--- config.mk ---
export PLATFORM = sky130hd
export DESIGN_NAME = tank_bullet_flat
export DESIGN_NICKNAME = d
export VERILOG_FILES = /design/src/rtl/tank_bullet_if.sv /design/src/rtl/tank_bullet.sv /design/src/flat_wrapper.sv
export SDC_FILE = /design/constraint.sdc
export NUM_CORES = 1
export LEC_CHECK = 0
export BUFFER_PORTS_ARGS = -buffer_cell sky130_fd_sc_hd__buf_2
export CORE_UTILIZATION = 25
export CTS_CLUSTER_SIZE = 28
export DETAILED_ROUTE_END_ITERATION = 8
export GPL_TIMING_DRIVEN = 0
export PLACE_DENSITY = 0.52
export SYNTH_ARGS = -nofsm -noshare
export SYNTH_HDL_FRONTEND = slang
export SYNTH_SLANG_ARGS = --single-unit
--- constraint.sdc ---
create_clock -name Clk -period 3 [get_ports Clk]
set_input_delay 0.15 -clock Clk [delete_from_list [all_inputs] [get_ports Clk]]
set_output_delay 0.15 -clock Clk [all_outputs]
set_load 0.1 [all_outputs]
--- src/rtl/tank_bullet_if.sv ---
// ---------------------------------------------------------------------------
// tank_bullet_if
// Signal bundle between the tank mover / VGA side and the tank_bullet
// projectile controller.
//
// Handshake: fire_req is a level request sampled every Clk cycle. The bullet
// block accepts it only in IDLE with a valid tank_dir and answers with a
// single-cycle 'fired' pulse the cycle after acceptance. There is no
// backpressure and no queueing: a request that is not accepted is dropped,
// and a request held high is accepted again as soon as the block re-arms.
//
// Inputs to the bullet block (driven by the master):
//   frame_clk   ~60 Hz frame strobe, asynchronous level
//   fire_req    level request to fire
//   tank_X/Y    tank top-left position (10 bits each)
//   tank_dir    1=up, 2=right, 3=left, 4=down, others invalid
//   hit         external collision, retires the bullet
//   DrawX/Y     current VGA pixel (10 bits each)
// Outputs from the bullet block:
//   bullet_X/Y     bullet top-left position
//   bullet_dir     latched direction
//   bullet_active  bullet in flight
//   fired          one-cycle pulse on spawn
//   is_bullet      current pixel lies inside the bullet
//   dbg_state      FSM state (0=IDLE, 1=FLIGHT, 2=COOLDOWN)
// ---------------------------------------------------------------------------
interface tank_bullet_if;
    logic       frame_clk;
    logic       fire_req;
    logic [9:0] tank_X;
    logic [9:0] tank_Y;
    logic [2:0] tank_dir;
    logic       hit;
    logic [9:0] DrawX;
    logic [9:0] DrawY;
    logic [9:0] bullet_X;
    logic [9:0] bullet_Y;
    logic [2:0] bullet_dir;
    logic       bullet_active;
    logic       fired;
    logic       is_bullet;
    logic [1:0] dbg_state;

    modport master (
        output frame_clk, fire_req, tank_X, tank_Y, tank_dir, hit, DrawX, DrawY,
        input  bullet_X, bullet_Y, bullet_dir, bullet_active, fired, is_bullet,
               dbg_state
    );

    modport slave (
        input  frame_clk, fire_req, tank_X, tank_Y, tank_dir, hit, DrawX, DrawY,
        output bullet_X, bullet_Y, bullet_dir, bullet_active, fired, is_bullet,
               dbg_state
    );
endinterface

--- src/rtl/tank_bullet.sv ---
// ---------------------------------------------------------------------------
// tank_bullet
// Projectile controller for one tank. Spawns a bullet centred on the tank
// when fire is requested, advances it SPEED pixels per frame tick in the
// latched direction, retires it on a screen edge or an external hit, then
// waits COOLDOWN_FRAMES frame ticks before accepting another request.
//
// Ports:
//   Clk    system clock
//   Reset  synchronous, active-high
//   bus    tank_bullet_if.slave (see the interface file for the signal list)
// ---------------------------------------------------------------------------
module tank_bullet #(
    parameter int X_MAX           = 639,
    parameter int Y_MAX           = 479,
    parameter int TANK_SIZE       = 32,
    parameter int BULLET_SIZE     = 4,
    parameter int SPEED           = 4,
    parameter int COOLDOWN_FRAMES = 30
) (
    input  logic         Clk,
    input  logic         Reset,
    tank_bullet_if.slave bus
);

    localparam int CNT_W = $clog2(COOLDOWN_FRAMES + 1);

    localparam logic [9:0]       SPAWN_OFS = 10'((TANK_SIZE - BULLET_SIZE) / 2);
    localparam logic [9:0]       SPEED_10  = 10'(SPEED);
    // Expiry and hit-box arithmetic is done in 11 bits so that sums near the
    // right/bottom edge cannot wrap around a 10-bit coordinate.
    localparam logic [10:0]      SPEED_11  = 11'(SPEED);
    localparam logic [10:0]      X_LIMIT   = 11'(X_MAX + 1 - BULLET_SIZE);
    localparam logic [10:0]      Y_LIMIT   = 11'(Y_MAX + 1 - BULLET_SIZE);
    localparam logic [10:0]      BOX_SPAN  = 11'(BULLET_SIZE - 1);
    localparam logic [CNT_W-1:0] CNT_LAST  = CNT_W'(COOLDOWN_FRAMES - 1);

    localparam logic [2:0] DIR_UP    = 3'd1;
    localparam logic [2:0] DIR_RIGHT = 3'd2;
    localparam logic [2:0] DIR_LEFT  = 3'd3;
    localparam logic [2:0] DIR_DOWN  = 3'd4;

    typedef enum logic [1:0] {
        S_IDLE     = 2'd0,
        S_FLIGHT   = 2'd1,
        S_COOLDOWN = 2'd2
    } state_t;

    state_t           r_state;
    state_t           w_state_nxt;

    logic             r_frame_clk_d;
    logic             r_frame_tick;

    logic [9:0]       r_bullet_x;
    logic [9:0]       r_bullet_y;
    logic [2:0]       r_bullet_dir;
    logic             r_active;
    logic             r_fired;
    logic [CNT_W-1:0] r_cnt;

    logic [9:0]       w_bullet_x_nxt;
    logic [9:0]       w_bullet_y_nxt;
    logic [2:0]       w_bullet_dir_nxt;
    logic             w_active_nxt;
    logic             w_fired_nxt;
    logic [CNT_W-1:0] w_cnt_nxt;

    logic             w_dir_valid;
    logic             w_fire_ok;
    logic             w_expired;
    logic             w_cnt_done;
    logic [10:0]      w_bx11;
    logic [10:0]      w_by11;
    logic [10:0]      w_dx11;
    logic [10:0]      w_dy11;

    assign w_dir_valid = (bus.tank_dir >= DIR_UP) && (bus.tank_dir <= DIR_DOWN);
    assign w_fire_ok   = bus.fire_req && w_dir_valid;
    assign w_cnt_done  = (r_cnt == CNT_LAST);

    assign w_bx11 = {1'b0, r_bullet_x};
    assign w_by11 = {1'b0, r_bullet_y};
    assign w_dx11 = {1'b0, bus.DrawX};
    assign w_dy11 = {1'b0, bus.DrawY};

    // A further SPEED step would leave the visible area in the travel
    // direction. The latched direction is always valid in FLIGHT; the
    // default retires the bullet rather than letting it sit forever.
    always_comb begin
        w_expired = 1'b1;
        case (r_bullet_dir)
            DIR_UP:    w_expired = (w_by11 < SPEED_11);
            DIR_DOWN:  w_expired = ((w_by11 + SPEED_11) > Y_LIMIT);
            DIR_LEFT:  w_expired = (w_bx11 < SPEED_11);
            DIR_RIGHT: w_expired = ((w_bx11 + SPEED_11) > X_LIMIT);
            default:   w_expired = 1'b1;
        endcase
    end

    // Frame-strobe edge detector: one Clk-wide tick per rising edge.
    always_ff @(posedge Clk) begin
        if (Reset) begin
            r_frame_clk_d <= 1'b0;
            r_frame_tick  <= 1'b0;
        end else begin
            r_frame_clk_d <= bus.frame_clk;
            r_frame_tick  <= bus.frame_clk & ~r_frame_clk_d;
        end
    end

    // State register together with the registered outputs it governs.
    always_ff @(posedge Clk) begin
        if (Reset) begin
            r_state      <= S_IDLE;
            r_bullet_x   <= 10'd0;
            r_bullet_y   <= 10'd0;
            r_bullet_dir <= 3'd0;
            r_active     <= 1'b0;
            r_fired      <= 1'b0;
            r_cnt        <= '0;
        end else begin
            r_state      <= w_state_nxt;
            r_bullet_x   <= w_bullet_x_nxt;
            r_bullet_y   <= w_bullet_y_nxt;
            r_bullet_dir <= w_bullet_dir_nxt;
            r_active     <= w_active_nxt;
            r_fired      <= w_fired_nxt;
            r_cnt        <= w_cnt_nxt;
        end
    end

    // Next-state logic.
    always_comb begin
        w_state_nxt = r_state;
        case (r_state)
            S_IDLE: begin
                if (w_fire_ok) begin
                    w_state_nxt = S_FLIGHT;
                end
            end
            S_FLIGHT: begin
                // hit wins even when a frame tick lands on the same cycle
                if (bus.hit) begin
                    w_state_nxt = S_COOLDOWN;
                end else if (r_frame_tick && w_expired) begin
                    w_state_nxt = S_COOLDOWN;
                end
            end
            S_COOLDOWN: begin
                if (r_frame_tick && w_cnt_done) begin
                    w_state_nxt = S_IDLE;
                end
            end
            default: w_state_nxt = S_IDLE;
        endcase
    end

    // Output / datapath logic: next values of the registered outputs.
    always_comb begin
        w_bullet_x_nxt   = r_bullet_x;
        w_bullet_y_nxt   = r_bullet_y;
        w_bullet_dir_nxt = r_bullet_dir;
        w_active_nxt     = r_active;
        w_fired_nxt      = 1'b0;
        w_cnt_nxt        = r_cnt;
        case (r_state)
            S_IDLE: begin
                w_cnt_nxt = '0;
                if (w_fire_ok) begin
                    w_bullet_x_nxt   = bus.tank_X + SPAWN_OFS;
                    w_bullet_y_nxt   = bus.tank_Y + SPAWN_OFS;
                    w_bullet_dir_nxt = bus.tank_dir;
                    w_active_nxt     = 1'b1;
                    w_fired_nxt      = 1'b1;
                end
            end
            S_FLIGHT: begin
                // Holding the count at zero here means COOLDOWN always
                // starts counting from a clean zero.
                w_cnt_nxt = '0;
                if (bus.hit) begin
                    w_active_nxt = 1'b0;
                end else if (r_frame_tick) begin
                    if (w_expired) begin
                        w_active_nxt = 1'b0;
                    end else begin
                        case (r_bullet_dir)
                            DIR_UP:    w_bullet_y_nxt = r_bullet_y - SPEED_10;
                            DIR_DOWN:  w_bullet_y_nxt = r_bullet_y + SPEED_10;
                            DIR_LEFT:  w_bullet_x_nxt = r_bullet_x - SPEED_10;
                            DIR_RIGHT: w_bullet_x_nxt = r_bullet_x + SPEED_10;
                            default: begin
                                w_bullet_x_nxt = r_bullet_x;
                                w_bullet_y_nxt = r_bullet_y;
                            end
                        endcase
                    end
                end
            end
            S_COOLDOWN: begin
                w_active_nxt = 1'b0;
                if (r_frame_tick) begin
                    w_cnt_nxt = w_cnt_done ? '0 : r_cnt + 1'b1;
                end
            end
            default: begin
                w_active_nxt = 1'b0;
                w_cnt_nxt    = '0;
            end
        endcase
    end

    // Pixel hit-box: exactly BULLET_SIZE pixels per side from the top-left.
    assign bus.is_bullet = r_active &&
                           (w_dx11 >= w_bx11) && (w_dx11 <= w_bx11 + BOX_SPAN) &&
                           (w_dy11 >= w_by11) && (w_dy11 <= w_by11 + BOX_SPAN);

    assign bus.bullet_X      = r_bullet_x;
    assign bus.bullet_Y      = r_bullet_y;
    assign bus.bullet_dir    = r_bullet_dir;
    assign bus.bullet_active = r_active;
    assign bus.fired         = r_fired;
    assign bus.dbg_state     = r_state;

endmodule

--- src/flat_wrapper.sv ---
// flat-port wrapper written by rule: the top's interface ports become plain ports
module tank_bullet_flat 
#(
    parameter int X_MAX           = 639,
    parameter int Y_MAX           = 479,
    parameter int TANK_SIZE       = 32,
    parameter int BULLET_SIZE     = 4,
    parameter int SPEED           = 4,
    parameter int COOLDOWN_FRAMES = 30
)
  (Clk, Reset, bus_frame_clk, bus_fire_req, bus_tank_X, bus_tank_Y, bus_tank_dir, bus_hit, bus_DrawX, bus_DrawY, bus_bullet_X, bus_bullet_Y, bus_bullet_dir, bus_bullet_active, bus_fired, bus_is_bullet, bus_dbg_state);
  tank_bullet_if bus_i ();
  input  logic Clk;
  input  logic Reset;
  input wire logic [$bits(bus_i.frame_clk)-1:0] bus_frame_clk;
  input wire logic [$bits(bus_i.fire_req)-1:0] bus_fire_req;
  input wire logic [$bits(bus_i.tank_X)-1:0] bus_tank_X;
  input wire logic [$bits(bus_i.tank_Y)-1:0] bus_tank_Y;
  input wire logic [$bits(bus_i.tank_dir)-1:0] bus_tank_dir;
  input wire logic [$bits(bus_i.hit)-1:0] bus_hit;
  input wire logic [$bits(bus_i.DrawX)-1:0] bus_DrawX;
  input wire logic [$bits(bus_i.DrawY)-1:0] bus_DrawY;
  output wire logic [$bits(bus_i.bullet_X)-1:0] bus_bullet_X;
  output wire logic [$bits(bus_i.bullet_Y)-1:0] bus_bullet_Y;
  output wire logic [$bits(bus_i.bullet_dir)-1:0] bus_bullet_dir;
  output wire logic [$bits(bus_i.bullet_active)-1:0] bus_bullet_active;
  output wire logic [$bits(bus_i.fired)-1:0] bus_fired;
  output wire logic [$bits(bus_i.is_bullet)-1:0] bus_is_bullet;
  output wire logic [$bits(bus_i.dbg_state)-1:0] bus_dbg_state;
  assign bus_i.frame_clk = bus_frame_clk;
  assign bus_i.fire_req = bus_fire_req;
  assign bus_i.tank_X = bus_tank_X;
  assign bus_i.tank_Y = bus_tank_Y;
  assign bus_i.tank_dir = bus_tank_dir;
  assign bus_i.hit = bus_hit;
  assign bus_i.DrawX = bus_DrawX;
  assign bus_i.DrawY = bus_DrawY;
  assign bus_bullet_X = bus_i.bullet_X;
  assign bus_bullet_Y = bus_i.bullet_Y;
  assign bus_bullet_dir = bus_i.bullet_dir;
  assign bus_bullet_active = bus_i.bullet_active;
  assign bus_fired = bus_i.fired;
  assign bus_is_bullet = bus_i.is_bullet;
  assign bus_dbg_state = bus_i.dbg_state;
  tank_bullet #(.X_MAX(X_MAX), .Y_MAX(Y_MAX), .TANK_SIZE(TANK_SIZE), .BULLET_SIZE(BULLET_SIZE), .SPEED(SPEED), .COOLDOWN_FRAMES(COOLDOWN_FRAMES)) u_core (.Clk(Clk), .Reset(Reset), .bus(bus_i));
endmodule
==> impl_metrics.prom, run 1 <==
# TYPE chip_impl_metric gauge
chip_impl_metric{name="max_slew.worst_pin.slew",unit="ns"} 0.565
chip_impl_metric{name="grt_start_max_net_pins",unit=""} 13
chip_impl_metric{name="maxSlewHeadroom",unit=""} 0.623
chip_impl_metric{name="ctsLongestPathBuffers",unit=""} 2
chip_impl_metric{name="global_route.usage.total",unit=""} 0.151
chip_impl_metric{name="p_sw_frac",unit=""} 0.433
chip_impl_metric{name="num-fill-cells",unit=""} 1650
chip_impl_info{name="reg2reg_from",value="u_core.bus.bullet_Y[2]$_SDFFE_PP0P_"} 1
chip_impl_metric{name="wire_length_of_the_first_global_routing_pass",unit="µm"} 19400
chip_impl_metric{name="final_area",unit="µm²"} 5000
chip_impl_metric{name="drt.antenna.violating_nets",unit=""} 0
chip_impl_metric{name="design_power_total",unit="mW"} 1.99
chip_impl_info{name="clock-root-buffer",value="sky130_fd_sc_hd__clkbuf_16"} 1
chip_impl_metric{name="switching_power",unit="mW"} 0.863
chip_impl_metric{name="maxSlewViolCount",unit=""} 0
chip_impl_metric{name="fin_worst_skew",unit="ns"} 0.00600
chip_impl_metric{name="drv_cap",unit=""} 0
chip_impl_metric{name="vdd.ir_drop.worst",unit="µV"} 188
chip_impl_metric{name="worst-r2r-cell-count",unit=""} 11
chip_impl_metric{name="effective_utilization_at_floorplan",unit=""} 0.257
chip_impl_metric{name="setup-violations-final",unit=""} 0
chip_impl_info{name="path_class",value="reg2out"} 1
chip_impl_metric{name="netlist.area_leader.share",unit=""} 0.173
chip_impl_metric{name="multiInputGateArea",unit="µm²"} 3000
chip_impl_info{name="critPathCaptureType",value="output pin"} 1
chip_impl_metric{name="routed_via_density",unit=""} 4.97
chip_impl_metric{name="die_area",unit="µm²"} 16200
chip_impl_metric{name="netlist-cell-type-count",unit=""} 73
chip_impl_metric{name="number_of_clock_buffers_inserted_by_tritoncts",unit=""} 5
chip_impl_metric{name="htree_num_levels",unit=""} 2
chip_impl_metric{name="detail_route.first_pass.iterations",unit=""} 5
chip_impl_metric{name="combinationalPowerShare",unit=""} 0.468
chip_impl_metric{name="timing.hold.worst_path_depth",unit=""} 2
chip_impl_metric{name="insertion_delay",unit="ns"} 0.28
chip_impl_metric{name="via_count",unit=""} 4036
chip_impl_metric{name="final.setup.worst_slack",unit="ns"} 0.0424
chip_impl_metric{name="post_route_cells_drive_above_1_share",unit=""} 0.281
chip_impl_info{name="slowest_stage",value="sky130_fd_sc_hd__dfxtp_4"} 1
chip_impl_metric{name="path_max_fanout",unit=""} 9
chip_impl_metric{name="minimum_setup_slack_after_placement",unit="ns"} 0.0771
chip_impl_metric{name="number_of_synthesized_register_bits",unit=""} 34
chip_impl_metric{name="critical-path-max-stage-delay",unit="ns"} 0.34
chip_impl_metric{name="vias_in_the_first_global_route",unit=""} 3800
chip_impl_info{name="status",value="finished clean"} 1
chip_impl_info{name="family_with_the_most_delay_on_the_worst_path",value="simple AND/OR/NAND/NOR gates"} 1
chip_impl_metric{name="synth_seq_area_share",unit=""} 0.173
chip_impl_metric{name="hpwl",unit="µm"} 10100
chip_impl_metric{name="final_period_minus_worst_setup_slack",unit="ns"} 2.96
chip_impl_info{name="critical_path.endpoint",value="bus_is_bullet"} 1
chip_impl_metric{name="placed_inst_area",unit="µm²"} 4690
chip_impl_metric{name="fmaxAchievable",unit="MHz"} 338
chip_impl_info{name="synth.largest_area_cell",value="sky130_fd_sc_hd__dfxtp_1"} 1
chip_impl_metric{name="die_h",unit="µm"} 127
chip_impl_metric{name="layout.nets",unit=""} 700
chip_impl_metric{name="site_row_count",unit=""} 45
chip_impl_metric{name="initial_antenna_violation_count",unit=""} 0
chip_impl_info{name="post_synth_main_area_contributors",value="sky130_fd_sc_hd__dfxtp_1, sky130_fd_sc_hd__ha_1, sky130_fd_sc_hd__xnor2_1, sky130_fd_sc_hd__nor2_1, sky130_fd_sc_hd__a21oi_1"} 1
chip_impl_info{name="crit_chain",value="buf_6, and4_4, nand3_2, a21o_1, xnor2_1, ha_1, nand4_1, o32ai_2, a31o_2, a21oi_1, nor4_4, buf_6"} 1
chip_impl_metric{name="cp_num_cells",unit=""} 12
chip_impl_metric{name="synth_area_per_cell",unit="µm²"} 7.73
chip_impl_metric{name="area_inside_the_core_boundary",unit="µm²"} 15300
chip_impl_metric{name="synthArstFlopShare",unit=""} 0
chip_impl_metric{name="regToRegSetupSlack",unit="ns"} 0.13
chip_impl_metric{name="power_leakage",unit="nW"} 2.05
chip_impl_metric{name="io-pin-count",unit=""} 76
chip_impl_info{name="ys_dominant_reg_cell",value="sky130_fd_sc_hd__dfxtp_1"} 1
chip_impl_metric{name="cts_num_sinks",unit=""} 34
chip_impl_info{name="r2r-end",value="u_core.bus.bullet_Y[2]$_SDFFE_PP0P_"} 1
chip_impl_metric{name="finalHoldViolations",unit=""} 0
chip_impl_metric{name="postRouteWirelength",unit="µm"} 12300
chip_impl_info{name="setup_repair_after_global_routing_missed_its_margin",value="yes"} 1
chip_impl_metric{name="post_synth_inst_count",unit=""} 508
chip_impl_metric{name="power.density",unit="nW/µm²"} 399
chip_impl_info{name="setup.worst_path.start",value="u_core.bus.bullet_Y[6]$_SDFFE_PP0P_"} 1
chip_impl_metric{name="layout-area-overhead-vs-synth",unit="%"} 27.4
chip_impl_metric{name="cp_data_required_time",unit="ns"} 2.85
chip_impl_metric{name="cts.hold.buffers_added",unit=""} 0
chip_impl_metric{name="p_clk_frac",unit=""} 0.264
chip_impl_info{name="cts_tree",value="built"} 1
chip_impl_metric{name="synth_warnings",unit=""} 0
chip_impl_metric{name="place.gp.congestion",unit=""} 0.819
chip_impl_metric{name="portBuffers",unit=""} 74
chip_impl_metric{name="synth.cell_area",unit="µm²"} 3930
chip_impl_metric{name="synth.net_count",unit=""} 608
chip_impl_info{name="worst_path_most_repeated_cell",value="sky130_fd_sc_hd__buf_6"} 1
chip_impl_metric{name="route.detailed.wl_per_inst",unit="µm"} 15.2
chip_impl_metric{name="post-route-util",unit=""} 0.328
chip_impl_metric{name="drtIter0Drc",unit=""} 235
chip_impl_metric{name="final_period_utilization",unit=""} 0.986
chip_impl_metric{name="antenna_cells",unit=""} 0
chip_impl_metric{name="synth-edff-count",unit=""} 0
chip_impl_metric{name="worst_setup_hold_path_clk_slew",unit="ns"} 0.06
chip_impl_metric{name="critical_path_buf_inv_count",unit=""} 2
chip_impl_metric{name="area.sequential",unit="µm²"} 747
chip_impl_metric{name="die-width",unit="µm"} 127
chip_impl_info{name="worstHoldPathType",value="in2reg"} 1
chip_impl_metric{name="grt_remaining_overflow",unit=""} 0
chip_impl_info{name="timing.critical_path.from_type",value="flip-flop"} 1
chip_impl_metric{name="share_seq_of_total_power",unit=""} 0.268
chip_impl_metric{name="drc_errors",unit=""} 0
chip_impl_metric{name="arrival",unit="ns"} 2.81
chip_impl_metric{name="power.internal",unit="mW"} 1.13
chip_impl_metric{name="whs",unit="ns"} 0.0640
==> kinds of logic after synthesis <==
logic type | Yosys count | share of synthesized area
AND/OR/NAND/NOR | 164 | 0.211
AO/OA/AOI/OAI | 146 | 0.265
buffers and inverters | 71 | 0.0915
adder cells (fa/ha/maj) | 52 | 0.166
XOR/XNOR | 37 | 0.0825
flip-flops | 34 | 0.173
multiplexers | 4 | 0.0112
==> area by class of cell <==
type / count / area share
buffer: 31 / 0.0440
clock buffer: 6 / 0.0278
clock inverter: 2 / 0.00250
inverter: 37 / 0.0278
multi-input combinational: 403 / 0.599
sequential: 34 / 0.149
tap: 211 / 0.0528
timing repair buffer: 88 / 0.0963
==> cells in the mapped netlist, types with 9 or more instances <==
cell / n
sky130_fd_sc_hd__ha_1: 52
sky130_fd_sc_hd__nor2_1: 47
sky130_fd_sc_hd__nand2_1: 39
sky130_fd_sc_hd__inv_1: 37
sky130_fd_sc_hd__a21oi_1: 34
sky130_fd_sc_hd__dfxtp_1: 34
sky130_fd_sc_hd__o21ai_0: 26
sky130_fd_sc_hd__xnor2_1: 25
sky130_fd_sc_hd__clkbuf_1: 16
sky130_fd_sc_hd__nand3_1: 14
sky130_fd_sc_hd__xor2_1: 12
sky130_fd_sc_hd__nand4_1: 10
sky130_fd_sc_hd__o32ai_1: 10
sky130_fd_sc_hd__a31oi_1: 9
sky130_fd_sc_hd__nor2b_1: 9
==> per-layer routing <==
layer,wire [µm],track usage,up-vias
met2,5660,0.248,140
met5,0,0,-
met3,601,0.0184,13
met1,5910,0.207,1853
met4,154,0.0420,0
li1,-,-,2030
==> through the flow <==
| step | std cells | TNS, ns |
|---|---|---|
| finish | 812 | 0 |
| global route | 812 | -0.100 |
| CTS | 802 | 0 |
| detailed placement | 793 | 0 |
| global placement | 793 | 0 |
| floorplan | 508 | -0.320 |
==> layout by cell type, fill, tap and decap left out, types with 3 or more instances in the layout <==
master                      synthesis  routed
sky130_fd_sc_hd__nand3_1           14      12
sky130_fd_sc_hd__a211o_1            3       3
sky130_fd_sc_hd__xnor2_1           25      25
sky130_fd_sc_hd__a211oi_1           8       7
sky130_fd_sc_hd__a22oi_1            5       5
sky130_fd_sc_hd__buf_6              8      10
sky130_fd_sc_hd__a31oi_1            9       9
sky130_fd_sc_hd__nor3_1             8       7
sky130_fd_sc_hd__o211ai_1           5       5
sky130_fd_sc_hd__nand2_1           39      39
sky130_fd_sc_hd__o21a_1             4       4
sky130_fd_sc_hd__clkbuf_1          16      11
sky130_fd_sc_hd__o22ai_1            4       4
sky130_fd_sc_hd__mux2i_1            3       3
sky130_fd_sc_hd__ha_1              52      48
sky130_fd_sc_hd__o21ai_0           26      23
sky130_fd_sc_hd__and4_4             1       3
sky130_fd_sc_hd__buf_2              1      74
sky130_fd_sc_hd__and3_1             4       4
sky130_fd_sc_hd__inv_1             37      35
sky130_fd_sc_hd__nor3b_1            4       4
sky130_fd_sc_hd__clkbuf_16          0       5
sky130_fd_sc_hd__a31o_2             3       3
sky130_fd_sc_hd__buf_4              8      21
sky130_fd_sc_hd__nand2b_1           5       5
sky130_fd_sc_hd__nor2_1            47      47
sky130_fd_sc_hd__nand4_1           10      10
sky130_fd_sc_hd__a21o_1             5       5
sky130_fd_sc_hd__xor2_1            12      12
sky130_fd_sc_hd__a21boi_0           4       4
sky130_fd_sc_hd__o32ai_1           10       9
sky130_fd_sc_hd__a21oi_1           34      34
sky130_fd_sc_hd__nor2b_1            9       7
sky130_fd_sc_hd__dfxtp_1           34      15
sky130_fd_sc_hd__dfxtp_4            0      17
sky130_fd_sc_hd__ha_4               0       3
==> power by group through the flow <==
stage	Sequential, mW	Clock [mW]	Combinational [mW]
6_report	0.534	0.525	0.934
5_1_grt	0.540	0.555	1.02
4_1_cts	0.531	0.538	0.917
3_5_place_dp	0.536	0	0.911
3_3_place_gp	0.535	0	0.897
2_1_floorplan	0.735	0	0.487
==> state kept, by name (all words and copies together), names as in the netlist <==
register / flops
u_core.bus.fired: 1
u_core.bus.bullet_dir: 3
u_core.bus.bullet_X: 10
u_core.r_frame_tick: 1
u_core.bus.dbg_state: 2
u_core.r_frame_clk_d: 1
u_core.r_cnt: 5
u_core.bus.bullet_active: 1
u_core.bus.bullet_Y: 10
==> worst min path at each step <==
stage | from | endpoint | slack, ns
6_report | bus_tank_X[1] | u_core.bus.bullet_X[1]$_SDFFE_PP0P_ | 0.06
5_1_grt | bus_tank_X[1] | u_core.bus.bullet_X[1]$_SDFFE_PP0P_ | 0.08
4_1_cts | bus_tank_X[1] | u_core.bus.bullet_X[1]$_SDFFE_PP0P_ | 0.06
3_5_place_dp | bus_tank_X[1] | u_core.bus.bullet_X[1]$_SDFFE_PP0P_ | 0.36
3_3_place_gp | bus_tank_Y[1] | u_core.bus.bullet_Y[1]$_SDFFE_PP0P_ | 0.36
2_1_floorplan | bus_tank_X[1] | u_core.bus.bullet_X[1]$_SDFFE_PP0P_ | 0.24
==> timing repair <==
| item | in CTS | in global routing |
|---|---|---|
| setup buffers | 3 | 11 |
| pin swaps | 2 | 15 |
| resized for setup | 7 | 13 |
| setup endpoints to repair | 1 | 10 |
Note: power is estimated with default switching activity, not from simulation.
==> run 2: changes to the inputs <==
--- a/config.mk
+++ b/config.mk
@@ -5,12 +5,13 @@
 export SDC_FILE = /design/constraint.sdc
 export NUM_CORES = 1
 export LEC_CHECK = 0
-export BUFFER_PORTS_ARGS = -buffer_cell sky130_fd_sc_hd__buf_2
+export BUFFER_PORTS_ARGS = -buffer_cell sky130_fd_sc_hd__clkbuf_2
 export CORE_UTILIZATION = 25
 export CTS_CLUSTER_SIZE = 28
 export DETAILED_ROUTE_END_ITERATION = 8
 export GPL_TIMING_DRIVEN = 0
 export PLACE_DENSITY = 0.52
+export SLEW_MARGIN = 10
 export SYNTH_ARGS = -nofsm -noshare
 export SYNTH_HDL_FRONTEND = slang
 export SYNTH_SLANG_ARGS = --single-unit
==> impl_metrics.prom, run 2 (same netlist as run 1, synthesis figures left out) <==
# TYPE chip_impl_metric gauge
chip_impl_info{name="status",value="finished clean"} 1
chip_impl_metric{name="site_row_count",unit=""} 45
chip_impl_metric{name="cts_num_sinks",unit=""} 34
chip_impl_metric{name="drv_cap",unit=""} 0
chip_impl_metric{name="drt.antenna.violating_nets",unit=""} 0
chip_impl_metric{name="die-width",unit="µm"} 127
chip_impl_metric{name="ctsLongestPathBuffers",unit=""} 2
chip_impl_metric{name="maxSlewHeadroom",unit=""} 0.613
chip_impl_metric{name="drc_errors",unit=""} 0
chip_impl_info{name="most_frequent_standard_cell_in_the_layout_excluding_fill_and_tap_cells",value="sky130_fd_sc_hd__clkbuf_2"} 1
chip_impl_info{name="worstHoldStart",value="bus_tank_X[1]"} 1
chip_impl_metric{name="number_of_clock_buffers_inserted_by_tritoncts",unit=""} 5
chip_impl_metric{name="power_leakage",unit="nW"} 2.07
chip_impl_metric{name="drtIter0Drc",unit=""} 286
chip_impl_metric{name="vdd.ir_drop.worst",unit="µV"} 233
chip_impl_metric{name="global_route.usage.total",unit=""} 0.156
chip_impl_metric{name="regToRegSetupSlack",unit="ns"} 0.12
chip_impl_metric{name="layout.nets",unit=""} 703
chip_impl_info{name="cts_tree",value="built"} 1
chip_impl_metric{name="final_period_utilization",unit=""} 0.990
chip_impl_metric{name="area_inside_the_core_boundary",unit="µm²"} 15300
chip_impl_info{name="reg2reg_from",value="u_core.bus.bullet_Y[2]$_SDFFE_PP0P_"} 1
chip_impl_metric{name="maxSlewViolCount",unit=""} 0
chip_impl_metric{name="routed_via_density",unit=""} 5.06
chip_impl_metric{name="cts.hold.buffers_added",unit=""} 0
chip_impl_metric{name="grt_remaining_overflow",unit=""} 0
chip_impl_info{name="critPathCaptureType",value="output pin"} 1
chip_impl_metric{name="grt_start_max_net_pins",unit=""} 13
chip_impl_metric{name="timing.hold.worst_path_depth",unit=""} 2
chip_impl_metric{name="die_h",unit="µm"} 127
chip_impl_metric{name="die_area",unit="µm²"} 16200
chip_impl_metric{name="htree_num_levels",unit=""} 2
chip_impl_info{name="timing.critical_path.from_type",value="flip-flop"} 1
chip_impl_metric{name="setup-violations-final",unit=""} 0
chip_impl_metric{name="antenna_cells",unit=""} 0
chip_impl_metric{name="wire_length_of_the_first_global_routing_pass",unit="µm"} 20100
chip_impl_info{name="r2r-end",value="u_core.bus.bullet_Y[2]$_SDFFE_PP0P_"} 1
chip_impl_metric{name="whs",unit="ns"} 0.0697
chip_impl_info{name="worstHoldPathType",value="in2reg"} 1
chip_impl_metric{name="place.gp.congestion",unit=""} 0.821
chip_impl_metric{name="path_max_fanout",unit=""} 7
chip_impl_metric{name="portBuffers",unit=""} 74
chip_impl_metric{name="cp_data_required_time",unit="ns"} 2.85
chip_impl_metric{name="io-pin-count",unit=""} 76
chip_impl_info{name="clock-root-buffer",value="sky130_fd_sc_hd__clkbuf_16"} 1
chip_impl_metric{name="vias_in_the_first_global_route",unit=""} 3874
chip_impl_metric{name="fin_worst_skew",unit="ns"} 0.00415
chip_impl_metric{name="detail_route.first_pass.iterations",unit=""} 5
chip_impl_metric{name="finalHoldViolations",unit=""} 0
chip_impl_metric{name="final_period_minus_worst_setup_slack",unit="ns"} 2.97
chip_impl_metric{name="arrival",unit="ns"} 2.82
chip_impl_info{name="setup_repair_after_global_routing_missed_its_margin",value="yes"} 1
chip_impl_info{name="path_class",value="reg2out"} 1
chip_impl_metric{name="post-route-util",unit=""} 0.332
chip_impl_metric{name="post_route_cells_drive_above_1_share",unit=""} 0.295
chip_impl_info{name="layout.cells.most_common_list",value="sky130_fd_sc_hd__clkbuf_2, sky130_fd_sc_hd__nor2_1, sky130_fd_sc_hd__ha_1, sky130_fd_sc_hd__nand2_1, sky130_fd_sc_hd__inv_1"} 1
chip_impl_metric{name="insertion_delay",unit="ns"} 0.28
chip_impl_metric{name="via_count",unit=""} 4125
chip_impl_metric{name="effective_utilization_at_floorplan",unit=""} 0.257
chip_impl_info{name="hold-path-endpoint",value="u_core.bus.bullet_X[1]$_SDFFE_PP0P_"} 1
chip_impl_metric{name="worst_setup_hold_path_clk_slew",unit="ns"} 0.06
chip_impl_metric{name="route.detailed.wl_per_inst",unit="µm"} 15.6
chip_impl_metric{name="max_slew.worst_pin.slew",unit="ns"} 0.573
chip_impl_metric{name="postRouteWirelength",unit="µm"} 12700
chip_impl_metric{name="initial_antenna_violation_count",unit=""} 0
chip_impl_metric{name="power.density",unit="nW/µm²"} 397
chip_impl_metric{name="worst-r2r-cell-count",unit=""} 11
chip_impl_metric{name="fmaxAchievable",unit="MHz"} 337
chip_impl_metric{name="hpwl",unit="µm"} 10100
chip_impl_metric{name="layout-area-overhead-vs-synth",unit="%"} 29.1
## run 2: cell types whose count changed in the layout (fill, tap and decap cells not counted), moves of 2 or more
| cell | previous run | this run |
|---|---|---|
| sky130_fd_sc_hd__buf_2 | 74 | 1 |
| sky130_fd_sc_hd__clkbuf_2 | 1 | 74 |
| sky130_fd_sc_hd__buf_4 | 21 | 25 |
| sky130_fd_sc_hd__a21oi_1 | 34 | 32 |
| sky130_fd_sc_hd__a21oi_2 | 0 | 2 |
| sky130_fd_sc_hd__buf_6 | 10 | 8 |
## run 2: layer usage
metal  track usage  wire length, µm
met5             0                0
met4        0.0497              237
met3        0.0197              611
met2         0.252             5800
met1         0.215             6040
## run 2: critical path: stages (launching register included)
cell and delay, ns:
sky130_fd_sc_hd__dfxtp_4 0.37, sky130_fd_sc_hd__and2_4 0.14, sky130_fd_sc_hd__buf_6 0.12, sky130_fd_sc_hd__and4_4 0.28, sky130_fd_sc_hd__o21ai_1 0.09, sky130_fd_sc_hd__xnor2_1 0.14, sky130_fd_sc_hd__ha_1 0.31, sky130_fd_sc_hd__nand2_1 0.08
sky130_fd_sc_hd__o32ai_2 0.25, sky130_fd_sc_hd__a31o_2 0.15, sky130_fd_sc_hd__a21oi_2 0.05, sky130_fd_sc_hd__nor4_4 0.31, sky130_fd_sc_hd__buf_8 0.24
## run 2: what timing repair did
item | CTS | global route
setup endpoints to repair | 1 | 10
gates resized for setup | 14 | 13
pin swaps | 4 | 13
hold endpoints to repair | 0 | 0
setup buffers | 4 | 14
## run 2: how the worst max path moves through the flow
| stage | endpoint | slack (ns) | from | cells past startpoint |
|---|---|---|---|---|
| floorplan | bus_is_bullet | -0.32 | u_core.bus.bullet_Y[6]$_SDFFE_PP0P_ | 11 |
| global placement | bus_is_bullet | 0.05 | u_core.bus.bullet_X[6]$_SDFFE_PP0P_ | 12 |
| detailed placement | bus_is_bullet | 0.03 | u_core.bus.bullet_X[7]$_SDFFE_PP0P_ | 12 |
| CTS | bus_is_bullet | 0.005 | u_core.bus.bullet_X[3]$_SDFFE_PP0P_ | 12 |
| global route | bus_is_bullet | -0.12 | u_core.bus.bullet_Y[2]$_SDFFE_PP0P_ | 12 |
| finish | bus_is_bullet | 0.03 | u_core.bus.bullet_Y[2]$_SDFFE_PP0P_ | 12 |
## run 2: layout make-up
| cell class | instances | area (µm²) |
|---|---|---|
| Buffer | 30 | 209 |
| Clock buffer | 7 | 143 |
| Clock inverter | 1 | 5.00 |
| Fill cell | 1640 | 10200 |
| Inverter | 37 | 139 |
| Multi-Input combinational cell | 403 | 3050 |
| Sequential cell | 34 | 747 |
| Tap cell | 211 | 264 |
| Timing Repair Buffer | 92 | 515 |
## run 2: power by group
part	leakage [nW]	internal, mW	switching, mW	total (mW)
sequential	0.291	0.484	0.0536	0.537
combinational	1.71	0.325	0.626	0.951
clock	0.0739	0.329	0.193	0.522
## run 2: stage by stage
stage	instances	TNS, ns	instance area (µm²)	total power [mW]	setup slack, ns
finish	815	0	5070	2.01	0.0289
global route	815	-0.115	5070	2.13	-0.115
CTS	802	0	4890	1.99	0.00548
detailed placement	793	0	4690	1.45	0.0305
global placement	793	0	4690	1.43	0.0523
floorplan	508	-0.320	4050	1.22	-0.320
